### src/rtl/imem_fetch_ctrl_pkg.sv
// Shared types, constants and helpers for the instruction-fetch sequencer.
package imem_fetch_ctrl_pkg;

  localparam int unsigned INSTR_W           = 32;
  localparam int unsigned MEM_BYTES_DEFAULT = 4096;
  localparam logic [INSTR_W-1:0] NOP_INSTR  = 32'h0000_0000;

  typedef enum logic [1:0] {
    BOOT,
    RUN,
    FAULT
  } fetch_state_e;

  // One buffered fetch: the byte PC of the request and the word returned for it.
  typedef struct packed {
    logic [31:0]        pc;
    logic [INSTR_W-1:0] instr;
  } fetch_entry_t;

  // A redirect target is usable only if word aligned and inside imem.
  function automatic logic pc_is_legal(input logic [31:0] pc, input int unsigned mem_bytes);
    return (pc[1:0] == 2'b00) && (pc < mem_bytes);
  endfunction

  // Sequential fetch address, wrapping back to zero at the end of imem.
  function automatic logic [31:0] pc_next(input logic [31:0] pc, input int unsigned mem_bytes);
    logic [31:0] inc;
    inc = pc + 32'd4;
    return (inc == mem_bytes) ? 32'h0000_0000 : inc;
  endfunction

endpackage

### src/rtl/imem_fetch_ctrl_fetch_buf.sv
// Circular fetch buffer of {pc, instr} entries with head/tail pointers and a count.
// Flush empties the buffer and overrides a push in the same cycle.
module imem_fetch_ctrl_fetch_buf
  import imem_fetch_ctrl_pkg::*;
#(
  parameter int unsigned DEPTH    = 3,
  parameter logic [31:0] RESET_PC = 32'h0000_0000
) (
  input  logic                           clk,
  input  logic                           reset,
  input  logic                           push,
  input  fetch_entry_t                   push_entry,
  input  logic                           pop,
  input  logic                           flush,
  output logic [$clog2(DEPTH + 1)-1:0]   count,
  output fetch_entry_t                   head
);

  localparam int unsigned CNT_W = $clog2(DEPTH + 1);
  localparam int unsigned PTR_W = $clog2(DEPTH);

  fetch_entry_t     mem_q [DEPTH];
  logic [PTR_W-1:0] head_q;
  logic [PTR_W-1:0] tail_q;
  logic [CNT_W-1:0] count_q;
  logic             do_push;
  logic             do_pop;
  logic             full;

  function automatic logic [PTR_W-1:0] ptr_inc(input logic [PTR_W-1:0] p);
    return (p == PTR_W'(DEPTH - 1)) ? '0 : p + PTR_W'(1);
  endfunction

  assign full    = (count_q == CNT_W'(DEPTH));
  assign do_push = push && !flush;
  assign do_pop  = pop && (count_q != '0) && !flush;
  assign count   = count_q;
  assign head    = mem_q[head_q];

  // Pointer and occupancy bookkeeping; simultaneous push and pop leave the count unchanged.
  always_ff @(posedge clk or negedge reset) begin
    if (!reset) begin
      head_q  <= '0;
      tail_q  <= '0;
      count_q <= '0;
    end else if (flush) begin
      head_q  <= '0;
      tail_q  <= '0;
      count_q <= '0;
    end else begin
      if (do_push) begin
        tail_q <= ptr_inc(tail_q);
      end
      if (do_pop) begin
        head_q <= ptr_inc(head_q);
      end
      if (do_push && !do_pop) begin
        count_q <= count_q + CNT_W'(1);
      end else if (!do_push && do_pop) begin
        count_q <= count_q - CNT_W'(1);
      end
    end
  end

  // Entry storage; reset contents make the empty head read as {RESET_PC, NOP}.
  always_ff @(posedge clk or negedge reset) begin
    if (!reset) begin
      for (int i = 0; i < int'(DEPTH); i++) begin
        mem_q[i] <= '{pc: RESET_PC, instr: NOP_INSTR};
      end
    end else if (do_push) begin
      mem_q[tail_q] <= push_entry;
    end
  end

  // The issue throttle in the sequencer guarantees room for every returning word.
  push_into_full_a : assert property (@(posedge clk) disable iff (!reset) !(do_push && full));

endmodule

### src/rtl/imem_fetch_ctrl.sv
// Instruction-fetch sequencer: owns the PC, issues one imem read per cycle, buffers
// returning words and hands them to decode over valid/ready. Redirects reload the PC and
// flush stale fetches; an illegal redirect target parks the block in a sticky fault.
module imem_fetch_ctrl
  import imem_fetch_ctrl_pkg::*;
#(
  parameter int unsigned MEM_BYTES = MEM_BYTES_DEFAULT,
  parameter int unsigned ADDR_W    = $clog2(MEM_BYTES / 4),
  parameter logic [31:0] RESET_PC  = 32'h0000_0000,
  parameter int unsigned BUF_DEPTH = 3
) (
  input  logic               clk,
  input  logic               reset,
  output logic               imem_en,
  output logic [ADDR_W-1:0]  imem_addr,
  input  logic [INSTR_W-1:0] imem_instr,
  input  logic               redirect_valid,
  input  logic [31:0]        redirect_pc,
  output logic               out_valid,
  input  logic               out_ready,
  output logic [INSTR_W-1:0] out_instr,
  output logic [31:0]        out_pc,
  output logic               fault
);

  localparam int unsigned CNT_W = $clog2(BUF_DEPTH + 1);

  fetch_state_e     state_q;
  logic [31:0]      fetch_pc_q;
  logic [31:0]      req_pc_q;
  logic             inflight_q;
  logic             fault_q;

  logic [CNT_W-1:0] buf_count;
  fetch_entry_t     buf_head;
  fetch_entry_t     push_entry;
  logic             buf_push;
  logic             buf_pop;
  logic             buf_flush;
  logic             redirect_legal;
  logic             redirect_taken;
  int unsigned      occupancy;

  assign redirect_legal = pc_is_legal(redirect_pc, MEM_BYTES);
  // Redirects are ignored once faulted; the buffer is already empty then.
  assign redirect_taken = redirect_valid && (state_q != FAULT);

  // Issue throttle: room must exist for everything buffered plus the word in flight.
  // out_ready is intentionally not used so decode never sees a path into imem_en.
  always_comb begin
    occupancy = 32'(buf_count) + 32'(inflight_q);
    imem_en   = (state_q == RUN) && !redirect_valid && (occupancy < BUF_DEPTH);
  end

  assign imem_addr = fetch_pc_q[ADDR_W+1:2];

  // A returning word is dropped if a redirect lands in the same cycle.
  assign buf_push   = inflight_q && !redirect_valid;
  assign push_entry = '{pc: req_pc_q, instr: imem_instr};
  assign buf_pop    = out_valid && out_ready;
  assign buf_flush  = redirect_taken;

  // Sequencer FSM together with the PC, in-flight tracking and the sticky fault flag.
  always_ff @(posedge clk or negedge reset) begin
    if (!reset) begin
      state_q    <= BOOT;
      fetch_pc_q <= RESET_PC;
      req_pc_q   <= RESET_PC;
      inflight_q <= 1'b0;
      fault_q    <= 1'b0;
    end else begin
      inflight_q <= imem_en;
      if (imem_en) begin
        req_pc_q   <= fetch_pc_q;
        fetch_pc_q <= pc_next(fetch_pc_q, MEM_BYTES);
      end
      unique case (state_q)
        BOOT, RUN: begin
          state_q <= RUN;
          if (redirect_valid) begin
            if (redirect_legal) begin
              fetch_pc_q <= redirect_pc;
            end else begin
              state_q <= FAULT;
              fault_q <= 1'b1;
            end
          end
        end
        FAULT: begin
          state_q <= FAULT;
        end
        default: begin
          state_q <= FAULT;
          fault_q <= 1'b1;
        end
      endcase
    end
  end

  imem_fetch_ctrl_fetch_buf #(
    .DEPTH    (BUF_DEPTH),
    .RESET_PC (RESET_PC)
  ) u_fetch_buf (
    .clk        (clk),
    .reset      (reset),
    .push       (buf_push),
    .push_entry (push_entry),
    .pop        (buf_pop),
    .flush      (buf_flush),
    .count      (buf_count),
    .head       (buf_head)
  );

  assign out_valid = (buf_count != '0);
  assign out_instr = buf_head.instr;
  assign out_pc    = buf_head.pc;
  assign fault     = fault_q;

endmodule

### config.mk
export PLATFORM = sky130hd
export DESIGN_NAME = imem_fetch_ctrl
export DESIGN_NICKNAME = d
export VERILOG_FILES = /design/src/rtl/imem_fetch_ctrl_pkg.sv /design/src/rtl/imem_fetch_ctrl_fetch_buf.sv /design/src/rtl/imem_fetch_ctrl.sv
export SDC_FILE = /design/constraint.sdc
export NUM_CORES = 1
export LEC_CHECK = 0
export CAP_MARGIN = 25
export CORE_AREA = 3 3 173 218
export DETAILED_ROUTE_END_ITERATION = 16
export DIE_AREA = 0 0 176 221
export GPL_TIMING_DRIVEN = 0
export PLACE_DENSITY = 0.65
export SETUP_SLACK_MARGIN = 0.02
export SLEW_MARGIN = 0
export SYNTH_ARGS = -nofsm -noshare
export SYNTH_HDL_FRONTEND = slang
export SYNTH_SLANG_ARGS = --single-unit
### constraint.sdc
create_clock -name clk -period 5.35 [get_ports clk]
set_input_delay 1.07 -clock clk [delete_from_list [all_inputs] [get_ports clk]]
set_output_delay 1.07 -clock clk [all_outputs]
set_load 0.05 [all_outputs]
Word level (Yosys, flattened, before mapping)
Index checks and enable logic that the tools add are counted.
{ "totals": {"ff_bits": 266, "latch_bits": 0, "ram_bits": 0, "romBits": 0, "inputBits": 68, "n_memories": 0} }
{ "classes": {"addsub": 6, "multipliers": 0, "n_div": 0, "magnitude_cmp": 5, "n_eq_ne": 8, "shift": 0, "muxes": 26, "bitwise_logic": 3, "reduce_logical": 24} }
{ "op_table": {"columns": ["op", "n"], "rows": [
  ["192-bit bitwise mux", 1],
  ["64-bit 2-to-1 mux", 3],
  ["32-bit 2-to-1 mux", 5],
  ["64-bit binary-select mux with 2-bit select", 1],
  ["64-bit demux with 2-bit select", 1],
  ["32-bit by 3-bit adder with 32-bit output (second input constant)", 1],
  ["32-bit by 13-bit equality test with 1-bit output (second input constant)", 1],
  ["32-bit by 13-bit < comparator with 1-bit output (second input constant)", 1],
  ["2-bit 2-to-1 mux", 12],
  ["1-bit logical AND", 12],
  ["2-bit by 1-bit adder with 2-bit output (second input constant)", 3],
  ["2-bit equality test (second input constant)", 3],
  ["3-bit greater-or-equal comparator (second input constant)", 2],
  ["2-bit inequality test (second input constant)", 3],
  ["2-bit inverter with 3-bit output", 2],
  ["2-bit nonzero test", 3],
  ["1-bit zero test", 4],
  ["2-bit zero test", 2],
  ["2-bit by 1-bit adder with 3-bit output", 1],
  ["3-bit by 1-bit < comparator with 1-bit output (second input constant)", 1],
  ["3-bit by 2-bit < comparator with 1-bit output (second input constant)", 1],
  ["3-bit AND reduction", 1],
  ["3-bit nonzero test", 1],
  ["2-bit by 1-bit equality test with 1-bit output (second input constant)", 1],
  ["other kinds (5)", 6]
]} }

Longest topological paths before layout
{ "depth": {"ltp_word": 9, "ltp_mapped": 11, "mapped_depth_nobuf": 10} }

Hierarchy
A second synthesis with hierarchy kept.
{ "unflattened": {"hier_cells": 1089, "hier_area_um2": 12543.3} }
{ "by_module_without_submodules": {"columns": ["mod", "instances", "cells_each", "area_per_inst_um2"], "rows": [
  ["imem_fetch_ctrl_fetch_buf", 1, 652, 8762.2],
  ["imem_fetch_ctrl", 1, 437, 3781.1]
]} }

Least setup slack after synthesis
Ideal clock, no wire load.
{ "synth_timing": {"kind": "reg-to-output", "from": "register u_fetch_buf.head_q[1]", "to": "output port out_pc[13]", "arrival_time_ps": 2548, "path_slack_ps": 1732, "stages_incl_launch_ff": 6, "cell_sequence": "dfrtp_1 clkbuf_1 clkbuf_1 buf_1 mux2i_1 o21ai_0"} }
{ "synth_between": {"elab_chain_len": 4} }
{ "synth_rtl": {"columns": ["element", "line", "rtl"], "rows": [
  ["start: declaration", "imem_fetch_ctrl_fetch_buf.sv:23", "logic [PTR_W-1:0] head_q;"],
  ["start signal: assignment", "imem_fetch_ctrl_fetch_buf.sv:55", "head_q <= ptr_inc(head_q);"],
  ["2-bit inverter with 3-bit output (implied by the code)", "imem_fetch_ctrl_fetch_buf.sv:38", "assign head = mem_q[head_q];"],
  ["64-bit binary-select mux with 2-bit select", "imem_fetch_ctrl_fetch_buf.sv:38", null],
  ["64-bit 2-to-1 mux (implied by the code) (2 in series)", "imem_fetch_ctrl_fetch_buf.sv:38", null],
  ["end: declaration", "imem_fetch_ctrl.sv:22", "output logic [31:0] out_pc,"]
]} }
Every way passes these cells. The select of a mux whose other input is x is not followed.

Final worst setup path
{ "layout_timing": {"from": "input port redirect_valid", "to": "output port imem_en"} }
{ "layout_between": {"elab_chain_len": 3} }
{ "layout_rtl": {"columns": ["element", "line", "rtl"], "rows": [
  ["start: declaration", "imem_fetch_ctrl.sv:17", "input logic redirect_valid,"],
  ["1-bit zero test", "imem_fetch_ctrl.sv:52", "imem_en = (state_q == RUN) && !redirect_valid && (occupancy < BUF_DEPTH);"],
  ["1-bit logical AND (2 in series)", "imem_fetch_ctrl.sv:52", null],
  ["end: declaration", "imem_fetch_ctrl.sv:14", "output logic imem_en,"]
]} }
Every way passes these cells.

==> impl_results.html <==
<table>
<tr><th>Metric</th><th>Value</th></tr>
<tr><th colspan="2">Run status</th></tr>
<tr><td>Result of the run</td><td>complete, no violations</td></tr>
<tr><th colspan="2">Setup path</th></tr>
<tr><td>Data arrival time of the critical path</td><td>4030 ps</td></tr>
<tr><td>Setup crit end kind</td><td>output port</td></tr>
<tr><td>Required time of the critical path</td><td>4280 ps</td></tr>
<tr><td>Maximum fanout encountered on the critical timing path</td><td>11</td></tr>
<tr><td>Critical Setup Path Class</td><td>primary input to output port</td></tr>
<tr><td>Register-to-Register Path Depth</td><td>10</td></tr>
<tr><td>Element type at the critical path start</td><td>primary input</td></tr>
<tr><th colspan="2">STA</th></tr>
<tr><td>Hold slack final</td><td>501 ps</td></tr>
<tr><td>Number of setup violations in the final report</td><td>0</td></tr>
<tr><td>Normalized max-slew margin</td><td>0.433</td></tr>
<tr><td>Highest achievable clock rate</td><td>196 MHz</td></tr>
<tr><td>Crit path time final</td><td>5100 ps</td></tr>
<tr><td>Max-slew violation count</td><td>0</td></tr>
<tr><td>Setup repair after global routing missed its margin</td><td>false</td></tr>
<tr><td>Count of endpoints failing hold in the final timing report</td><td>0</td></tr>
<tr><td>Transition at the pin with the smallest max-transition slack</td><td>851 ps</td></tr>
<tr><td>Maximum clock skew at final layout</td><td>7.70 ps</td></tr>
<tr><td>Final worst path period share</td><td>0.954</td></tr>
<tr><th colspan="2">Layout</th></tr>
<tr><td>Area of the multi-input gates</td><td>5400 um2</td></tr>
<tr><td>Number of filler cells placed in the layout</td><td>3367</td></tr>
<tr><td>Final design utilization</td><td>0.430</td></tr>
<tr><td>Area taken by flip-flops and latches</td><td>6660 um2</td></tr>
<tr><td>Layout cells sized above 1</td><td>0.210</td></tr>
<tr><td>Final antenna diode count</td><td>0</td></tr>
<tr><td>Number of nets in the finished design</td><td>1350</td></tr>
<tr><td>Final instance area</td><td>15500 um2</td></tr>
<tr><td>Area growth syn-to-layout</td><td>24.0%</td></tr>
<tr><th colspan="2">Synth</th></tr>
<tr><td>Number of distinct library cells after synthesis</td><td>57</td></tr>
<tr><td>Count of warnings emitted by yosys</td><td>0</td></tr>
<tr><td>Synthesized flop and latch total</td><td>266</td></tr>
<tr><td>Synthesized net count</td><td>1176</td></tr>
<tr><td>Register area share after synthesis</td><td>0.533</td></tr>
<tr><td>Portion of synthesized cell area occupied by the leading cell type</td><td>0.533</td></tr>
<tr><td>Mean area per synthesized cell</td><td>11.3 um2</td></tr>
<tr><td>Instance count of the mapped netlist</td><td>1104</td></tr>
<tr><td>Cell type with the largest total area after synthesis</td><td>sky130_fd_sc_hd__dfrtp_1</td></tr>
<tr><td>Count of flip-flops with a built-in enable after synthesis</td><td>0</td></tr>
<tr><td>Area of the mapped netlist</td><td>12500 um2</td></tr>
<tr><td>Post-synth ARST share</td><td>1.00</td></tr>
<tr><td>Most instantiated flip-flop cell in the synthesis netlist</td><td>sky130_fd_sc_hd__dfrtp_1</td></tr>
<tr><td>Synth top area cells</td><td>sky130_fd_sc_hd__dfrtp_1 (53%), sky130_fd_sc_hd__mux2_2 (17%), sky130_fd_sc_hd__nand2_1 (5.6%)</td></tr>
<tr><th colspan="2">Detailed routing</th></tr>
<tr><td>Total via count after detailed routing</td><td>8835</td></tr>
<tr><td>DRC violation total after the first TritonRoute iteration</td><td>545</td></tr>
<tr><td>Drt total wl</td><td>31100 um</td></tr>
<tr><td>Mean number of vias per cell</td><td>4.98</td></tr>
<tr><td>TritonRoute pass-1 iters</td><td>4</td></tr>
<tr><td>Final ANT Viol Nets</td><td>0</td></tr>
<tr><td>Wirelength per Cell</td><td>17.5 um</td></tr>
<tr><td>Detailed-route DRC error count</td><td>0</td></tr>
<tr><th colspan="2">Die</th></tr>
<tr><td>Area of the die</td><td>38900 um2</td></tr>
<tr><td>X dimension of the die</td><td>176 um</td></tr>
<tr><td># rows</td><td>78</td></tr>
<tr><td>Initial cell density of the core</td><td>0.346</td></tr>
<tr><td>Placeable core region</td><td>36000 um2</td></tr>
<tr><td>I/O pin count</td><td>145</td></tr>
<tr><td>Die H</td><td>221 um</td></tr>
<tr><th colspan="2">Power</th></tr>
<tr><td>PwrDens</td><td>294 nW/um2</td></tr>
<tr><td>Switching share of power</td><td>0.263</td></tr>
<tr><td>Clk network pwr share</td><td>0.420</td></tr>
<tr><td>Part of the total power dissipated in sequential elements</td><td>0.448</td></tr>
<tr><td>Overall power</td><td>4.56 mW</td></tr>
<tr><td>Net Sw Power</td><td>1.20 mW</td></tr>
<tr><td>IR Drop Worst-Case VDD</td><td>252 uV</td></tr>
<tr><td>Internal power</td><td>3.36 mW</td></tr>
<tr><td>Leakage power figure</td><td>6.94 nW</td></tr>
<tr><td>Combinational fraction of design power</td><td>0.132</td></tr>
<tr><th colspan="2">Placement</th></tr>
<tr><td>Gpl congestion</td><td>0.913</td></tr>
<tr><td>Area after DPL</td><td>14600 um2</td></tr>
<tr><td>Number of port buffers</td><td>144</td></tr>
<tr><td>Total half-perimeter wirelength after legalization and detailed placement</td><td>22000 um</td></tr>
<tr><th colspan="2">Clocking</th></tr>
<tr><td>Clock sink count</td><td>266</td></tr>
<tr><td>Maximum buffer depth of the clock tree</td><td>3</td></tr>
<tr><td>Clk Latency, worst-skew pair</td><td>530 ps</td></tr>
<tr><td>CTS Buf Count</td><td>26</td></tr>
<tr><td>Cell chosen for the clock root</td><td>sky130_fd_sc_hd__clkbuf_16</td></tr>
<tr><td>Count of buffers added by post-CTS timing repair for setup</td><td>0</td></tr>
<tr><td>Clock-pin slew of the registers on the worst-case setup and hold paths</td><td>60 ps</td></tr>
<tr><td>CTS tree</td><td>yes</td></tr>
<tr><td>CTS H-Tree Depth</td><td>1</td></tr>
<tr><td>Total of hold buffers inserted after clock tree synthesis</td><td>0</td></tr>
<tr><th colspan="2">Global routing</th></tr>
<tr><td>Total overflow reported by the global router</td><td>0</td></tr>
<tr><td>Initial antenna violation count</td><td>0</td></tr>
<tr><td>Global-route wire length before repair</td><td>50300 um</td></tr>
<tr><td>Vias in the first global route</td><td>9240</td></tr>
<tr><td>Pin count of the biggest net entering global routing</td><td>95</td></tr>
<tr><td>Combined global-route utilization of all metal layers</td><td>0.158</td></tr>
<tr><th colspan="2">Min path</th></tr>
<tr><td>Type of the tightest min-delay check</td><td>register to register</td></tr>
<tr><td>Hold depth</td><td>1</td></tr>
<tr><th colspan="2">Job</th></tr>
<tr><td>Maxcap violations</td><td>0</td></tr>
</table>
-- per-layer routing --
layer  wire, um  up-vias  track usage  share of wire
met5          0        -            0              0
met4        607        0       0.0388          0.019
met3       1290       48       0.0233          0.042
met2      15800      174        0.282           0.51
met1      13400     4437        0.201           0.43
li1           -     4176            -              -
-- worst max-delay path, cell delays in order --
cell and delay, ps:
sky130_fd_sc_hd__clkdlybuf4s50_1 480, sky130_fd_sc_hd__nor2_1 130, sky130_fd_sc_hd__nand4b_1 520, sky130_fd_sc_hd__inv_1 350
sky130_fd_sc_hd__clkbuf_1 460, sky130_fd_sc_hd__clkbuf_2 380, sky130_fd_sc_hd__dlygate4sd2_1 620
-- final cells by class --
type / instances / share of cell area
flip-flops and latches: 266 / 0.430
multi-input cells: 744 / 0.349
repair buffers: 146 / 0.0970
clock buffers: 38 / 0.0502
well taps: 480 / 0.0388
plain buffers: 86 / 0.0255
clock inverters: 7 / 0.00736
inverters: 8 / 0.00194
-- synthesized netlist by cell type, types with 2 or more instances --
cell type,instances
sky130_fd_sc_hd__a21oi_1,9
sky130_fd_sc_hd__o21a_1,2
sky130_fd_sc_hd__nand2b_1,3
sky130_fd_sc_hd__nor3b_1,8
sky130_fd_sc_hd__o22ai_1,2
sky130_fd_sc_hd__o31ai_1,3
sky130_fd_sc_hd__nor3_1,17
sky130_fd_sc_hd__nand4_1,9
sky130_fd_sc_hd__nor3_2,2
sky130_fd_sc_hd__nor2_1,36
sky130_fd_sc_hd__nor2b_1,5
sky130_fd_sc_hd__nand3_1,19
sky130_fd_sc_hd__nor4_1,11
sky130_fd_sc_hd__and4_1,7
sky130_fd_sc_hd__and3_1,7
sky130_fd_sc_hd__a41oi_1,4
sky130_fd_sc_hd__buf_1,5
sky130_fd_sc_hd__a211oi_1,3
sky130_fd_sc_hd__xor2_1,13
sky130_fd_sc_hd__or4_1,3
sky130_fd_sc_hd__a31oi_1,4
sky130_fd_sc_hd__mux2i_1,66
sky130_fd_sc_hd__o2111ai_1,2
sky130_fd_sc_hd__nand2_1,186
sky130_fd_sc_hd__mux2_2,193
sky130_fd_sc_hd__dfrtp_1,266
sky130_fd_sc_hd__buf_4,14
sky130_fd_sc_hd__inv_1,8
sky130_fd_sc_hd__a21o_1,4
sky130_fd_sc_hd__xnor2_1,14
sky130_fd_sc_hd__buf_2,8
sky130_fd_sc_hd__clkbuf_1,58
sky130_fd_sc_hd__nand4_2,2
sky130_fd_sc_hd__a22oi_1,2
sky130_fd_sc_hd__or3_1,4
sky130_fd_sc_hd__o21ai_0,81
sky130_fd_sc_hd__ha_1,4
-- cells by family after synthesis --
logic type | count (synthesis) | synth area share
AND/OR/NAND/NOR | 327 | 0.122
flip-flops | 266 | 0.533
multiplexers | 259 | 0.227
AO/OA/AOI/OAI | 127 | 0.0605
buffers and inverters | 94 | 0.0339
XOR/XNOR | 27 | 0.0190
adder cells (fa/ha/maj) | 4 | 0.00401
-- timing repair --
item	CTS	global route
gates resized for setup	1	1
cloned	0	0
endpoints found under the setup margin	1	1
-- through the flow --
step / setup WS [ps] / cells / setup TNS, ps
4_1_cts: 94.9 / 1775 / 0
5_1_grt: 40.0 / 1775 / 0
6_report: 248 / 1775 / 0
3_3_place_gp: -8100 / 1728 / -2143190
3_5_place_dp: -229 / 1730 / -229
2_1_floorplan: 1730 / 1104 / 0
-- path summary, 6_finish.rpt --
check	from	end	slack, ps
worst max-delay path	redirect_valid	imem_en	250
worst min-delay path	fault	fault	500
worst max register to register	u_fetch_buf.count[0]	fetch_pc_q[30]	2080
worst min register to register	fault	fault	500
max in group asynchronous	reset	u_fetch_buf.mem_q[75]	3490
min in group asynchronous	reset	fetch_pc_q[4]	530
-- registers in the layout, indices dropped and copies added, names as in the netlist --
name / cells
fetch_pc_q: 32
u_fetch_buf.tail_q: 2
u_fetch_buf.count: 2
inflight_q: 1
state_q: 2
u_fetch_buf.head_q: 2
req_pc_q: 32
u_fetch_buf.mem_q: 192
fault: 1
-- power by group through the flow --
stage	combinational (mW)	sequential (mW)	clock, mW
after floorplan	0.331	2.08	0
after global placement	0.614	2.08	0
after detailed placement	0.619	2.08	0
after CTS	0.621	2.04	1.97
after global routing	0.652	2.04	2.04
final	0.599	2.04	1.91
-- cell usage in the layout, fill, tap and decap left out, types with 9 or more instances in the layout --
| cell | netlist | final |
|---|---|---|
| sky130_fd_sc_hd__nand4_1 | 9 | 9 |
| sky130_fd_sc_hd__o21ai_0 | 81 | 81 |
| sky130_fd_sc_hd__dfrtp_1 | 266 | 266 |
| sky130_fd_sc_hd__nand3_1 | 19 | 19 |
| sky130_fd_sc_hd__buf_4 | 14 | 14 |
| sky130_fd_sc_hd__clkbuf_1 | 58 | 63 |
| sky130_fd_sc_hd__mux2_2 | 193 | 193 |
| sky130_fd_sc_hd__clkdlybuf4s50_1 | 0 | 142 |
| sky130_fd_sc_hd__nor2_1 | 36 | 36 |
| sky130_fd_sc_hd__xnor2_1 | 14 | 14 |
| sky130_fd_sc_hd__nand2_1 | 186 | 186 |
| sky130_fd_sc_hd__nor3_1 | 17 | 17 |
| sky130_fd_sc_hd__mux2i_1 | 66 | 66 |
| sky130_fd_sc_hd__a21oi_1 | 9 | 9 |
| sky130_fd_sc_hd__nor4_1 | 11 | 11 |
| sky130_fd_sc_hd__xor2_1 | 13 | 13 |
| sky130_fd_sc_hd__clkbuf_16 | 0 | 27 |
No activity file was read; power rests on OpenSTA's default activity.
